[src/rtl/cdr_pkg.sv]
// Shared types and helpers for the oversampling clock-and-data-recovery block.
package cdr_pkg;

  typedef enum logic [1:0] {
    CNT_0 = 2'd0,
    CNT_1 = 2'd1,
    CNT_2 = 2'd2
  } cnt_e;

  typedef enum logic [1:0] {
    EDGE_NONE   = 2'd0,
    EDGE_ONE    = 2'd1,
    EDGE_GLITCH = 2'd2
  } edge_class_e;

  typedef enum logic {
    MODE_ACQ   = 1'b0,
    MODE_TRACK = 1'b1
  } mode_e;

  function automatic int phase_w(input int n);
    return (n > 1) ? $clog2(n) : 1;
  endfunction

  // Difference q - p folded into the half-open range (-n/2, n/2].
  function automatic int wrap_err(input int q, input int p, input int n);
    int d;
    d = q - p;
    if (d > n / 2) d = d - n;
    else if (d <= -(n / 2)) d = d + n;
    return d;
  endfunction

endpackage

[src/rtl/cdr_phase_detector.sv]
// Combinational edge finder for one sample window: classifies the edge count,
// locates a single edge and reports the wrapped error against the current phase.
module cdr_phase_detector
  import cdr_pkg::*;
#(
  parameter int N  = 10,
  parameter int PW = phase_w(N)
) (
  input  logic [N-1:0]       win,
  input  logic               prev,
  input  logic [PW-1:0]      phase,
  output edge_class_e        edge_class,
  output logic [PW-1:0]      ideal,
  output logic signed [PW:0] err,
  output logic               err_small,
  output logic               err_far
);

  logic [N-1:0]  edges;
  logic [1:0]    n_edges;
  logic [PW-1:0] e_pos;
  int            q_i;
  int            d_i;

  always_comb begin
    edges   = win ^ {win[N-2:0], prev};
    n_edges = 2'd0;
    e_pos   = '0;
    for (int i = 0; i < N; i++) begin
      if (edges[i]) begin
        e_pos = PW'(i);
        if (n_edges != 2'd2) n_edges = n_edges + 2'd1;
      end
    end

    unique case (n_edges)
      2'd0:    edge_class = EDGE_NONE;
      2'd1:    edge_class = EDGE_ONE;
      default: edge_class = EDGE_GLITCH;
    endcase

    // The eye centre sits half a UI away from the data edge.
    q_i = int'(e_pos) + N / 2;
    if (q_i >= N) q_i = q_i - N;
    ideal = PW'(q_i);

    d_i       = wrap_err(q_i, int'(phase), N);
    err       = (PW + 1)'(d_i);
    err_small = (d_i >= -1) && (d_i <= 1);
    err_far   = (4 * d_i > N) || (4 * d_i < -N);
  end

endmodule

[src/rtl/oversample_cdr.sv]
// Oversampled CDR: input register, voting phase filter with acquisition snap,
// slip-aware emission of 0/1/2 bits per window and a lock counter.
module oversample_cdr
  import cdr_pkg::*;
#(
  parameter int NUM_PHASES = 10,
  parameter int FILTER_TH  = 4,
  parameter int LOCK_COUNT = 8
) (
  input  logic                           clock,
  input  logic                           reset,
  input  logic                           sample_valid,
  input  logic [NUM_PHASES-1:0]          samples,
  output logic [1:0]                     data_out,
  output logic [1:0]                     data_count,
  output logic [phase_w(NUM_PHASES)-1:0] phase_sel,
  output logic                           locked
);

  localparam int N  = NUM_PHASES;
  localparam int PW = phase_w(N);
  localparam int VW = $clog2(FILTER_TH + 1) + 1;
  localparam int LW = $clog2(LOCK_COUNT + 1);
  localparam logic [PW-1:0]        PHASE_RST = PW'(N / 2);
  localparam logic [PW-1:0]        PHASE_MAX = PW'(N - 1);
  localparam logic signed [VW-1:0] VOTE_UP   = VW'(FILTER_TH - 1);
  localparam logic signed [VW-1:0] VOTE_DN   = VW'(1 - FILTER_TH);
  localparam logic [LW-1:0]        LOCK_MAX  = LW'(LOCK_COUNT);

  // sample_valid has no backpressure: a window is consumed on every edge where
  // it is high, and a low cycle leaves all loop state untouched.
  logic                   valid_q, valid_d;
  logic [N-1:0]           samples_q, samples_d;
  logic                   prev_q, prev_d;
  logic [PW-1:0]          phase_q, phase_d;
  logic signed [VW-1:0]   vote_q, vote_d;
  logic [LW-1:0]          lock_cnt_q, lock_cnt_d;
  mode_e                  mode_q, mode_d;
  logic                   skip_q, skip_d;
  logic [1:0]             data_q, data_d;
  cnt_e                   count_q, count_d;

  edge_class_e            edge_class;
  logic [PW-1:0]          ideal;
  logic signed [PW:0]     err;
  logic                   err_small, err_far, err_pos, err_neg;
  logic                   inc_wrap, dec_wrap;

  cdr_phase_detector #(.N(N), .PW(PW)) u_pd (
    .win        (samples_q),
    .prev       (prev_q),
    .phase      (phase_q),
    .edge_class (edge_class),
    .ideal      (ideal),
    .err        (err),
    .err_small  (err_small),
    .err_far    (err_far)
  );

  assign err_neg = err[PW];
  assign err_pos = !err[PW] && (err != '0);

  always_comb begin
    valid_d    = sample_valid;
    samples_d  = samples;
    prev_d     = prev_q;
    phase_d    = phase_q;
    vote_d     = vote_q;
    lock_cnt_d = lock_cnt_q;
    mode_d     = mode_q;
    skip_d     = skip_q;
    data_d     = '0;
    count_d    = CNT_0;
    inc_wrap   = 1'b0;
    dec_wrap   = 1'b0;

    if (valid_q) begin
      prev_d = samples_q[N-1];
      skip_d = 1'b0;
      unique case (edge_class)
        EDGE_GLITCH: lock_cnt_d = '0;
        EDGE_ONE: begin
          if (err_small) begin
            if (lock_cnt_q != LOCK_MAX) lock_cnt_d = lock_cnt_q + LW'(1);
          end else if (err_far) begin
            lock_cnt_d = '0;
          end
          if (mode_q == MODE_ACQ) begin
            phase_d = ideal;
            mode_d  = MODE_TRACK;
          end else if (err_pos) begin
            if (vote_q == VOTE_UP) begin
              vote_d = '0;
              if (phase_q == PHASE_MAX) begin
                phase_d  = '0;
                inc_wrap = 1'b1;
              end else begin
                phase_d = phase_q + PW'(1);
              end
            end else begin
              vote_d = vote_q + VW'(1);
            end
          end else if (err_neg) begin
            if (vote_q == VOTE_DN) begin
              vote_d = '0;
              if (phase_q == '0) begin
                phase_d  = PHASE_MAX;
                dec_wrap = 1'b1;
              end else begin
                phase_d = phase_q - PW'(1);
              end
            end else begin
              vote_d = vote_q - VW'(1);
            end
          end
        end
        default: ;
      endcase

      // A pending skip drops the bit at the current phase; it was already
      // emitted as s[N-1] of the window that wrapped forward.
      if (dec_wrap) begin
        data_d  = {samples_q[N-1], samples_q[0]};
        count_d = CNT_2;
      end else begin
        data_d  = {1'b0, samples_q[phase_q]};
        count_d = CNT_1;
      end
      if (skip_q) begin
        if (dec_wrap) begin
          data_d  = {1'b0, samples_q[N-1]};
          count_d = CNT_1;
        end else begin
          data_d  = '0;
          count_d = CNT_0;
        end
      end
      if (inc_wrap) skip_d = 1'b1;
    end
  end

  always_ff @(posedge clock) begin
    if (reset) begin
      valid_q    <= 1'b0;
      samples_q  <= '0;
      prev_q     <= 1'b0;
      phase_q    <= PHASE_RST;
      vote_q     <= '0;
      lock_cnt_q <= '0;
      mode_q     <= MODE_ACQ;
      skip_q     <= 1'b0;
      data_q     <= '0;
      count_q    <= CNT_0;
    end else begin
      valid_q    <= valid_d;
      samples_q  <= samples_d;
      prev_q     <= prev_d;
      phase_q    <= phase_d;
      vote_q     <= vote_d;
      lock_cnt_q <= lock_cnt_d;
      mode_q     <= mode_d;
      skip_q     <= skip_d;
      data_q     <= data_d;
      count_q    <= count_d;
    end
  end

  assign data_out   = data_q;
  assign data_count = count_q;
  assign phase_sel  = phase_q;
  assign locked     = (lock_cnt_q == LOCK_MAX);

endmodule

[config.mk]
export PLATFORM = sky130hd
export DESIGN_NAME = oversample_cdr
export DESIGN_NICKNAME = d
export VERILOG_FILES = /design/src/rtl/cdr_pkg.sv /design/src/rtl/cdr_phase_detector.sv /design/src/rtl/oversample_cdr.sv
export SDC_FILE = /design/constraint.sdc
export NUM_CORES = 1
export LEC_CHECK = 0
export BUFFER_PORTS_ARGS = -buffer_cell sky130_fd_sc_hd__buf_4
export CAP_MARGIN = 20
export CORE_MARGIN = 8
export CORE_UTILIZATION = 45
export DETAILED_ROUTE_END_ITERATION = 12
export GPL_TIMING_DRIVEN = 1
export PLACE_DENSITY_LB_ADDON = 0.08
export SLEW_MARGIN = 20
export SYNTH_ARGS = -nofsm -noshare
export SYNTH_HDL_FRONTEND = slang
export SYNTH_SLANG_ARGS = --single-unit
[constraint.sdc]
create_clock -name clock -period 15 [get_ports clock]
set_input_delay 2.25 -clock clock [delete_from_list [all_inputs] [get_ports clock]]
set_output_delay 2.25 -clock clock [all_outputs]
set_load 0.02 [all_outputs]
# Word-level counts from Yosys, hierarchy flattened
# Index checks and enable logic that the tools add are counted.
classes:
  n_addsub: 19
  magnitude_cmp: 8
  eq_ne: 22
  muxes: 69
  bitwise: 2
  n_reduce_logical: 14
ops:
  columns: ["op", "count"]
  rows:
  - ["$mux 32", 3]
  - ["$mux 4", 16]
  - ["$sub 32x5->32 const B", 2]
  - ["$mux 2", 24]
  - ["$add 32x5->32 const B", 1]
  - ["$ge 32x1->1 const B", 1]
  - ["$ge 32x5->1 const B", 1]
  - ["$gt 32x4->1 const B", 1]
  - ["$gt 32x5->1 const B", 1]
  - ["$le 32x2->1 const B", 1]
  - ["$le 32x4->1 const B", 1]
  - ["$lt 32x5->1 const B", 1]
  - ["$sub 32x5->32", 1]
  - ["$mux 1", 19]
  - ["$add 2x1->2 const B", 8]
  - ["$ne 2x2->1 const B", 8]
  - ["$mux 3", 4]
  - ["$xor 10x10->10", 1]
  - ["$add 4x1->4 const B", 2]
  - ["$eq 4x3->1 const B", 2]
  - ["$eq 4x4->1 const B", 2]
  - ["$pmux 4 s2", 1]
  - ["$reduce_and 4->1", 2]
  - ["$ne 3x1->1 const B", 2]
  - ["25 further kinds", 29]
totals:
  regBits: 30
  word_cells: 144

# Longest topological paths before layout
# Gate-level depths: netlist (run 1).
logic_depth:
  depth_word: 36
  ltp_mapped: 36
  depth_no_buf: 32

# Hierarchy
# From an unflattened synthesis (run 1), not the netlist that was laid out.
hier_totals:
  cells_unflattened: 584
  hier_area_um2: 4347.9
by_module_without_submodules:
  columns: ["module", "n_inst", "cells_per_inst", "area_each_um2"]
  rows:
  - ["cdr_phase_detector", 1, 401, 2720.1]
  - ["oversample_cdr", 1, 183, 1627.8]

# Worst setup path before layout (run 1)
# OpenSTA, ideal clock, no wires.
synth_path:
  path_kind: "reg2reg"
  start: "register samples_q[4]"
  end: "register phase_q[2] (netlist: phase_sel[2])"
  setup_time_ns: 0.141
  t_arrival_ns: 6.315
  required_time_ns: 14.859
  setup_slack_ns: 8.543
  path_stages_with_launch: 32
  n_path_buf: 7
  period_less_slack_ns: 6.457
  path_cell_list: "dfxtp_1 -> clkbuf_1 -> buf_1 -> o21bai_1 -> a21oi_1 -> nor3_1 -> a31oi_1 -> ha_1 -> buf_2 -> inv_1 -> o211ai_1 -> o2bb2ai_1 -> or2_2 -> ha_1 -> buf_4 -> nand2_1 -> xnor2_1 -> ha_1 -> nor2b_1 -> o21a_1 -> nor3_1 -> or2_2 -> clkbuf_1 -> nand3_1 -> nor3_4 -> a211oi_1 -> a211o_1 -> o41a_1 -> buf_2 -> buf_6 -> a2111oi_1 -> o221ai_1"
synth_via:
  elab_chain_len: 21
  elab_cells_between_ends: 52
synth_lines:
  columns: ["element", "line", "rtl"]
  rows:
  - ["start: declaration", "oversample_cdr.sv:33", "logic [N-1:0] samples_q, samples_d;"]
  - ["start signal: assignment", "oversample_cdr.sv:156", "samples_q <= samples_d;"]
  - ["$xor 10x10->10 *", "cdr_phase_detector.sv:26", "edges = win ^ {win[N-2:0], prev};"]
  - ["branches (longest 20 deep; another with $sub 32x5->32)", null, null]
  - ["end signal: assignment", "oversample_cdr.sv:158", "phase_q <= phase_d;"]
  - ["end: declaration", "oversample_cdr.sv:35", "logic [PW-1:0] phase_q, phase_d;"]
# Mark *: on every way between the ends.
# A chain may end at the register's enable or synchronous reset.

# Final worst setup path (run 1)
layout_path:
  start: "register samples_q[5]"
  end: "register phase_q[2] (netlist: phase_sel[2])"
layout_via:
  elab_chain_len: 18
  elab_cells_between_ends: 47
layout_lines:
  columns: ["element", "line"]
  rows:
  - ["$xor 10x10->10 *", "cdr_phase_detector.sv:26"]
  - ["branches (longest 17 deep; another with $sub 32x5->32)", null]
# Marks and branches as above.

==> flow_metrics.env, run 1 <==
export IMPL_ys_warnings_count=0
export IMPL_r2r_start="samples_q[5]"
export IMPL_grt_pass1_wl_um=16500
export IMPL_post_cts_setup_buffers=0
export IMPL_row_count=33
export IMPL_vdd_drop_max_uv=81.4
export IMPL_cts_resized=0
export IMPL_ctsHoldBuffers=0
export IMPL_outcome="finished, final reports clean"
export IMPL_synth_nets=546
export IMPL_die_h_um=109
export IMPL_synth_top_area_cell="dfxtp_1"
export IMPL_clkLatencyLatePin_ps=280
export IMPL_synth_area_mm2=0.00385
export IMPL_drcViolationCount=0
export IMPL_slew_viol_final=0
export IMPL_grt_total_usage_pct=16.8
export IMPL_cp_max_fo=24
export IMPL_place_port_buffers=21
export IMPL_crit_path_start_kind="flop"
export IMPL_drv_cap=0
export IMPL_die_area_mm2=0.0118
export IMPL_synthToLayoutAreaGrowth_pct=7.15
export IMPL_grt_pass1_vias=3428
export IMPL_first_pass_iters=4
export IMPL_start_util_pct=46.6
export IMPL_drive_gt1_share_pct=13.5
export IMPL_regToRegEndpoint="phase_sel[2]"
export IMPL_skew_ps=4.06
export IMPL_cts_htree_levels=2
export IMPL_globalRouteOverflowTotal=0
export IMPL_power_density_mw_per_mm2=176
export IMPL_fin_crit_ps=7420
export IMPL_leakage_uw=0.00160
export IMPL_syn_avg_cell_area_um2=7.61
export IMPL_hold_viol=0
export IMPL_synth_top_area_share_pct=15.6
export IMPL_slew_headroom_pct=46.9
export IMPL_synthTopCellsByArea="dfxtp_1 (16%), ha_1 (8.4%), nor2_1 (4.3%)"
export IMPL_hold_class="flop to flop"
export IMPL_clockRootBuffer="clkbuf_8"
export IMPL_numCtsBuffers=5
export IMPL_grt_max_degree=25
export IMPL_dp_final_hpwl_um=7510
export IMPL_fin_nets=549
export IMPL_core_mm2=0.00826
export IMPL_synthArstFlopShare_pct=0
export IMPL_rsz0062_at_grt="false"
export IMPL_vias=3702
export IMPL_reg2reg_slack_ps=7580
export IMPL_worstMarginPinSlew_ps=796
export IMPL_tns_ps=0
export IMPL_ys_ff_latch=30
export IMPL_setup_violations=0
export IMPL_cts_tree="built"
export IMPL_yosysUniqueCellTypes=98
export IMPL_path_class="flop to flop"
export IMPL_wl_um=9770
export IMPL_path_clk_slew_ps=70
export IMPL_min_from="lock_cnt_q[3]"
export IMPL_die_x_um=109
export IMPL_utilization_pct=50.0
export IMPL_clock_sinks=30
export IMPL_final_antenna_net_count=0
export IMPL_endpoint_kind="flop"
export IMPL_synth_edf_count=0
export IMPL_io_pins=22
export IMPL_finalPower_uw=725
export IMPL_diodes=0
export IMPL_wire_per_inst_um=15.9
export IMPL_reg2reg_depth=26
export IMPL_ys_seq_area_share_pct=15.6
export IMPL_drt_iter0_drc=129
export IMPL_antenna_found_initial=0
export IMPL_place_gp_congestion=0.906
export IMPL_worstHoldEndpoint="lock_cnt_q[3]"
export IMPL_ys_flop_type="dfxtp_1"
export IMPL_fin_crit_sh_pct=49.5
export IMPL_synthCells=506
export IMPL_max_clock_path_buffers=2
export IMPL_fmax_mhz=135
export IMPL_viasPerCell=6.02
export IMPL_cp_arrival_ps=7630
export IMPL_whs_path_depth=2
export IMPL_cp_required_ps=15210
==> Yosys cell counts (all sizes together) (5+ instances only) <==
library cell / number
buf: 12
o21ai: 34
o22ai: 6
nand2b: 6
ha: 26
a31oi: 13
and3: 6
nor4: 7
or2: 6
xnor2: 14
a21o: 5
or3: 5
nand2: 41
mux2i: 10
a211oi: 7
dfxtp: 30
o31ai: 5
inv: 36
xor2: 6
nor3: 13
nor2: 45
clkbuf: 13
o21a: 7
and2: 8
nand3: 14
nor2b: 16
o211ai: 6
a21oi: 30
==> per-layer routing <==
metal  wire (µm)  part of all wire [%]  up-vias  GRT usage, %
met4         146                   1.5        0          4.50
met3         272                   2.8       18          2.02
met2        4250                    44       67          25.6
met1        5100                    52     1740          24.2
li1            -                     -     1877             -
met5           0                     0        -             0
==> sequential cells by signal, summed over array words and instances (netlist names) <==
| signal | count |
|---|---|
| skip_q | 1 |
| samples_q | 10 |
| valid_q | 1 |
| vote_q | 4 |
| lock_cnt_q | 4 |
| data_out | 2 |
| mode_q | 1 |
| data_count | 2 |
| phase_sel | 4 |
| prev_q | 1 |
==> through the flow <==
step	cells	hold WS (ps)	setup slack [ps]	area, µm²
2_1_floorplan	506	455	8540	3850
3_3_place_gp	607	478	7720	4020
4_1_cts	615	500	7670	4130
6_report	615	496	7580	4130
5_1_grt	615	519	6850	4130
3_5_place_dp	607	490	7720	4020
==> logic make-up after synthesis <==
logic type / count (synthesis) / share of synthesized area [%]
multiplexers: 16 / 5.23
XOR/XNOR: 20 / 4.55
adder cells (fa/ha/maj): 27 / 8.97
buffers and inverters: 62 / 6.82
AO/OA/AOI/OAI: 166 / 32.8
AND/OR/NAND/NOR: 185 / 26.1
flip-flops: 30 / 15.6
==> critical path, cell delays in order, from the launching register on <==
cell       delay (ps)
dfxtp_1           840
a21boi_0          240
o21ai_0            90
a31oi_1           410
ha_1              500
inv_1             180
o211ai_1          150
o2bb2ai_1         160
or2_2             320
ha_1              300
a21oi_1           150
a31oi_1            60
o32a_1            250
ha_1              400
o21a_1            150
o31a_1            170
or2_2             160
and3b_1           240
a31o_1            350
a21oi_1           230
mux2i_1           160
nand2_1           240
o41a_1            690
nand3_2           210
a21oi_2           380
o21ai_0           170
o221ai_1          160
==> worst max-delay path by stage <==
| stage | end | slack, ps | start |
|---|---|---|---|
| 2_1_floorplan | phase_sel[2] | 8540 | samples_q[4] |
| 6_report | phase_sel[2] | 7580 | samples_q[5] |
| 4_1_cts | phase_sel[2] | 7670 | samples_q[4] |
| 3_5_place_dp | phase_sel[2] | 7720 | samples_q[4] |
| 5_1_grt | phase_sel[2] | 6850 | samples_q[1] |
| 3_3_place_gp | skip_q | 7720 | samples_q[5] |
==> area by class of cell <==
| cell class | instances | area [µm²] |
|---|---|---|
| Inverter | 37 | 139 |
| Clock buffer | 8 | 110 |
| Sequential cell | 30 | 601 |
| Timing Repair Buffer | 21 | 158 |
| Tap cell | 105 | 131 |
| Multi-Input combinational cell | 414 | 2990 |
| Fill cell | 852 | 4130 |
==> power breakdown <==
part	internal (µW)	switching [µW]	leakage, µW
clock network	46.3	31.5	0.0000575
logic	214	338	0.00130
registers	83.2	11.5	0.000245
total	344	381	0.00160
==> layout by cell type (no fill, tap or decap), types with 4 or more instances in the layout <==
cell type and instances:
a211o_1 4, a211oi_1 6, a21o_1 5, a21oi_1 29, a221oi_1 4, a31oi_1 11, and2_1 7, and3_1 6
buf_4 21, clkbuf_8 8, dfxtp_1 30, ha_1 26, inv_1 36, mux2i_1 10, nand2_1 39, nand2b_1 6
nand3_1 13, nand4_1 4, nor2_1 44, nor2b_1 16, nor3_1 9, nor4_1 6, o211ai_1 5, o21a_1 7
o21ai_0 27, o21ai_1 7, o31ai_1 5, or2_2 4, or3_1 4, xnor2_1 14, xor2_1 6
(Power assumes the default switching activity.)
==> run 2, diff against run 1 <==
==> constraint.sdc (replaced) <==
create_clock -name clock -period 6.9 [get_ports clock]
set_input_delay 1.035 -clock clock [delete_from_list [all_inputs] [get_ports clock]]
set_output_delay 1.035 -clock clock [all_outputs]
set_load 0.02 [all_outputs]
==> run 2 against run 1 <==
Net effect: global-route usage is essentially flat; clock power grew 92%; non-clock buffer count rose by 23; final cell count up 3.9%; utilization grew 3.1 points; combinational power is 140% higher; critical path depth rose by 5; largest cell class unchanged; largest power group unchanged.
==> flow_metrics.env, run 2 (synthesis gave the netlist of run 1 again) <==
export IMPL_slowest_delay_ps=400
export IMPL_critical_path_most_common_cell="ha_1"
export IMPL_placed_area_mm2=0.00418
export IMPL_leakage_uw=0.00172
export IMPL_drive_gt1_share_pct=20.0
export IMPL_numCtsBuffers=5
export IMPL_dp_final_hpwl_um=7910
export IMPL_globalRouteOverflowTotal=0
export IMPL_fin_nets=573
export IMPL_clock_sinks=30
export IMPL_grt_total_usage_pct=16.8
export IMPL_fmax_mhz=154
export IMPL_max_clock_path_buffers=2
export IMPL_cts_htree_levels=2
export IMPL_skew_ps=7.34
export IMPL_path_class="flop to flop"
export IMPL_diodes=0
export IMPL_crit_path_start_kind="flop"
export IMPL_fin_crit_sh_pct=94.4
export IMPL_wl_um=10000
export IMPL_antenna_found_initial=0
export IMPL_slew_viol_final=0
export IMPL_finalWorstSetupSlack_ps=387
export IMPL_drt_iter0_drc=175
export IMPL_outcome="finished, final reports clean"
export IMPL_place_port_buffers=21
export IMPL_cp_max_fo=9
export IMPL_synthToLayoutAreaGrowth_pct=13.8
export IMPL_endpoint_kind="flop"
export IMPL_cp_required_ps=7110
export IMPL_die_area_mm2=0.0118
export IMPL_regMostFlops="samples_q"
export IMPL_worstMarginPinSlew_ps=714
export IMPL_core_mm2=0.00826
export IMPL_cp_arrival_ps=6730
export IMPL_rsz0062_at_grt="true"
export IMPL_slew_headroom_pct=51.9
export IMPL_die_x_um=109
export IMPL_clkLatencyLatePin_ps=280
export IMPL_wire_per_inst_um=15.7
export IMPL_reg2reg_depth=31
export IMPL_viasPerCell=6.02
export IMPL_place_ws_ps=-145
export IMPL_row_count=33
export IMPL_final_antenna_net_count=0
export IMPL_vdd_drop_max_uv=194
export IMPL_hold_viol=0
export IMPL_slowest_stage="dfxtp_4"
export IMPL_path_clk_slew_ps=70
export IMPL_grt_pass1_wl_um=16600
export IMPL_clockRootBuffer="clkbuf_8"
export IMPL_vias=3847
export IMPL_hold_ws_ps=488
export IMPL_io_pins=22
export IMPL_utilization_pct=53.1
export IMPL_grt_pass1_vias=3519
export IMPL_grt_max_degree=23
export IMPL_largest_reg_flops=10
export IMPL_die_h_um=109
export IMPL_first_pass_iters=5
export IMPL_place_gp_congestion=0.908
export IMPL_fin_crit_ps=6510
export IMPL_setup_violations=0
export IMPL_layout_cells_most_common_list="nor2_1 (44), buf_4 (44), nand2_1 (38), inv_1 (36)"
export IMPL_cts_tree="built"
export IMPL_drv_cap=0
export IMPL_fillers=821
export IMPL_whs_path_depth=2
export IMPL_power_density_mw_per_mm2=381
export IMPL_final_area_mm2=0.00438
export IMPL_start_util_pct=46.6
export IMPL_hold_class="flop to flop"
export IMPL_drcViolationCount=0
[run 2: timing repair]
item	CTS	global route
hold buffers	0	0
cloned	0	1
buffers inserted	0	1
endpoints found under the setup margin	7	16
pin swaps	0	1
resized for setup	2	20
[run 2: metrics by stage]
step                      power [µW]  setup TNS (ps)  cells
after detailed placement        1460            -396    629
after floorplan                 1190               0    506
final                           1670               0    639
after CTS                       1620               0    637
after global placement          1460               0    629
after global routing            1800            -149    639
[run 2: worst max-delay path: cells and delay by family (launching register included)]
kind | cells | cell delay (ps)
AOI/OAI and AO/OA | 12 | 2260
xor gates and xnor gates | 1 | 170
adders and majority gates | 8 | 2170
buffers and inverters | 3 | 160
DFF | 1 | 400
muxes | 1 | 250
and+or+nand+nor | 6 | 1030
[run 2: worst paths after layout]
path	from	to	slack (ps)
worst max-delay path	samples_q[1]	vote_q[0]	390
worst min-delay path	lock_cnt_q[3]	lock_cnt_q[3]	490
worst max register to register	samples_q[1]	vote_q[0]	390
worst min register to register	lock_cnt_q[3]	lock_cnt_q[3]	490
[run 2: cell type report]
class                   count  area [µm²]  share of cell area [%]
clock buffers               6        82.6                    1.88
multi-input cells         415        3080                    70.3
inverters                  37         139                    3.17
repair buffers             44         330                    7.53
clock inverters             2        12.5                   0.285
well taps                 105         131                    3.00
flip-flops and latches     30         608                    13.9
[run 2: report_power, final]
group | switching [µW] | leakage (µW) | internal, µW | total, µW
Sequential | 16.9 | 0.000246 | 181 | 197
Combinational | 773 | 0.00142 | 550 | 1320
Clock | 69.2 | 0.0000472 | 80.1 | 149
[run 2: metal layers]
layer  GRT usage, %  vias to the layer above  wire length (µm)
met3           1.90                        8               438
met4           5.47                        0               106
met1           23.1                     1798              4990
met5              0                        -                 0
li1               -                     1936                 -
met2           26.5                      105              4490
==> run 3, diff against run 2 <==
--- a/config.mk
+++ b/config.mk
@@ -5,7 +5,7 @@
 export SDC_FILE = /design/constraint.sdc
 export NUM_CORES = 1
 export LEC_CHECK = 0
-export BUFFER_PORTS_ARGS = -buffer_cell sky130_fd_sc_hd__buf_4
+export BUFFER_PORTS_ARGS = -buffer_cell sky130_fd_sc_hd__buf_2
 export CAP_MARGIN = 20
 export CORE_MARGIN = 8
 export CORE_UTILIZATION = 45
@@ -15,4 +15,5 @@
 export SLEW_MARGIN = 20
 export SYNTH_ARGS = -nofsm -noshare
 export SYNTH_HDL_FRONTEND = slang
+export SYNTH_HIERARCHICAL = 1
 export SYNTH_SLANG_ARGS = --single-unit
==> run 3 against run 2 <==
Net effect: die area grew 11%; flip-flop and latch count is the same; critical path type unchanged; critical endpoint is now lock_cnt_q[2]; first-iteration DRC count grew 99%; largest cell class unchanged; via count grew 31%; combinational power grew 81%.
==> flow_metrics.env, run 3 <==
export IMPL_row_count=36
export IMPL_clockRootBuffer="clkbuf_8"
export IMPL_die_area_mm2=0.0131
export IMPL_synthToLayoutAreaGrowth_pct=38.8
export IMPL_worstHoldEndpoint="lock_cnt_q[1]"
export IMPL_die_x_um=114
export IMPL_outcome="finished, final reports clean"
export IMPL_use_met2_pct=40.4
export IMPL_syn_avg_cell_area_um2=7.45
export IMPL_p_comb_share_pct=87.0
export IMPL_start_util_pct=45.3
export IMPL_slowest_stage="or4bb_4"
export IMPL_hold_viol=0
export IMPL_skew_ps=8.32
export IMPL_diodes=0
export IMPL_synth_area_mm2=0.00435
export IMPL_fin_crit_sh_pct=100
export IMPL_dp_final_hpwl_um=11300
export IMPL_grtUsageMet1_pct=25.9
export IMPL_endpoint_kind="flop"
export IMPL_final_common_cell="buf_4"
export IMPL_fmax_mhz=145
export IMPL_switchingPower_uw=1450
export IMPL_ys_warnings_count=6
export IMPL_drive_gt1_share_pct=36.5
export IMPL_leakage_uw=0.00242
export IMPL_r2r_start="samples_q[3]"
export IMPL_synthArstFlopShare_pct=0
export IMPL_wire_per_inst_um=17.9
export IMPL_critical_path_most_common_cell="ha_4"
export IMPL_hold_class="flop to flop"
export IMPL_fin_nets=751
export IMPL_max_clock_path_buffers=2
export IMPL_min_from="lock_cnt_q[1]"
export IMPL_synth_edf_count=0
export IMPL_grt_pass1_wl_um=24200
export IMPL_final_cells=837
export IMPL_first_pass_iters=5
export IMPL_cts_htree_levels=2
export IMPL_dp_cells=809
export IMPL_synth_nets=632
export IMPL_synth_top_area_share_pct=13.8
export IMPL_die_h_um=114
export IMPL_rsz0062_at_grt="true"
export IMPL_use_met3_pct=2.48
export IMPL_synthCells=584
export IMPL_layout_cells_most_common_list="buf_4 (117), nor2_1 (47), nand2_1 (40), inv_1 (31), dfxtp_1 (27)"
export IMPL_ctsHoldBuffers=0
export IMPL_numCtsBuffers=5
export IMPL_io_pins=22
export IMPL_cts_tree="built"
export IMPL_slew_viol_final=0
export IMPL_finalPower_uw=2750
export IMPL_largest_reg_flops=10
export IMPL_hold_ws_ps=520
export IMPL_reg2reg_slack_ps=2
export IMPL_crit_path_start_kind="flop"
export IMPL_seq_power_share_pct=7.1
export IMPL_fillers=861
export IMPL_intPower_uw=1300
export IMPL_final_antenna_net_count=0
export IMPL_cp_max_fo=5
export IMPL_place_gp_congestion=0.922
export IMPL_regMostFlops="samples_q"
export IMPL_grt_total_usage_pct=22.4
export IMPL_path_clk_slew_ps=70
export IMPL_regToRegEndpoint="lock_cnt_q[2]"
export IMPL_slew_headroom_pct=44.3
export IMPL_power_density_mw_per_mm2=455
export IMPL_wl_um=15000
export IMPL_crit_start="samples_q[3]"
export IMPL_drv_cap=0
export IMPL_worstMarginPinSlew_ps=826
export IMPL_busiest_layer="met2"
export IMPL_path_class="flop to flop"
export IMPL_swShare_pct=52.6
export IMPL_core_mm2=0.00959
export IMPL_clock_sinks=30
export IMPL_reg2reg_depth=35
export IMPL_yosysMostFrequentCell="nor2_1"
export IMPL_tns_ps=0
export IMPL_synthTopCellsByArea="dfxtp_1 (14%), ha_1 (9.8%), nor2_1 (4.2%)"
export IMPL_whs_path_depth=2
export IMPL_viasPerCell=6.01
export IMPL_yosysUniqueCellTypes=89
export IMPL_drt_iter0_drc=348
export IMPL_fin_crit_ps=6900
export IMPL_ys_flop_type="dfxtp_1"
export IMPL_drcViolationCount=0
export IMPL_synth_commonest_cells="nor2_1 (49), nand2_1 (44), ha_1 (34), inv_1 (34), a21oi_1 (31)"
export IMPL_cp_required_ps=7130
export IMPL_cp_arrival_ps=7120
export IMPL_vias=5034
export IMPL_globalRouteOverflowTotal=0
export IMPL_utilization_pct=62.9
export IMPL_clkLatencyLatePin_ps=280
export IMPL_setup_violations=0
export IMPL_grt_pass1_vias=4947
export IMPL_place_port_buffers=21
export IMPL_vdd_drop_max_uv=222
export IMPL_synth_top_area_cell="dfxtp_1"
export IMPL_ys_seq_area_share_pct=13.8
export IMPL_grt_max_degree=23
export IMPL_power_share_clock_pct=5.9
export IMPL_antenna_found_initial=0
export IMPL_ys_ff_latch=30
export IMPL_slowest_delay_ps=550
run 3: cell type report:
cell class	instances	area, µm²	area share [%]
multi-input combinational	480	3900	64.6
tap	133	166	2.76
sequential	30	607	10.1
inverter	37	139	2.30
clock buffer	7	97.6	1.62
clock inverter	1	7.51	0.124
timing repair buffer	149	1120	18.6
run 3: worst max path at each step:
stage | slack (ps) | end | depth (start not counted)
2_1_floorplan | -190 | lock_cnt_q[2] | 36
3_5_place_dp | -370 | lock_cnt_q[2] | 32
4_1_cts | -50 | lock_cnt_q[2] | 34
5_1_grt | -350 | lock_cnt_q[2] | 37
3_3_place_gp | -200 | lock_cnt_q[2] | 32
6_report | 2 | lock_cnt_q[2] | 35
run 3: metal layers:
layer  wire, µm  vias up
li1           -     2419
met1       6240     2368
met2       7380      189
met3        815       58
met4        537        0
met5          0        -
run 3: cell families (layout without fill, tap and decap cells):
family	after synthesis	after routing	share of synthesized area, %
fa+ha+maj	35	35	10.2
compound gates	164	165	28.5
simple gates	242	242	31.7
flops	30	30	13.8
buf+inv	75	194	7.71
xor+xnor	25	25	5.04
mux	13	13	3.02
run 3: what timing repair did:
action                     CTS  global route
cloned                       1             0
gates resized for setup     30            59
pin swaps                   10            26
setup endpoints to repair   11            13
hold endpoints to repair     0             0
setup buffers                6            13
run 3: worst max-delay path: cells and delay by family, from the launching register on:
kind,cells,cell delay [ps]
and+or+nand+nor,16,3480
DFF,1,340
AOI/OAI and AO/OA,9,1400
adders and majority gates,4,830
buffers and inverters,4,460
xor gates and xnor gates,2,340
run 3: power groups by stage:
stage / clock network [µW] / registers [µW] / logic, µW
final: 162 / 195 / 2390
after global routing: 171 / 197 / 2560
after CTS: 165 / 194 / 2160
after detailed placement: 0 / 198 / 2070
after global placement: 0 / 198 / 2050
after floorplan: 0 / 195 / 1350
run 3: through the flow:
| stage | setup slack [ps] | area, µm² |
|---|---|---|
| floorplan | -190 | 4530 |
| global placement | -198 | 5390 |
| detailed placement | -365 | 5390 |
| CTS | -45.6 | 5680 |
| global route | -347 | 6030 |
| finish | 1.93 | 6030 |
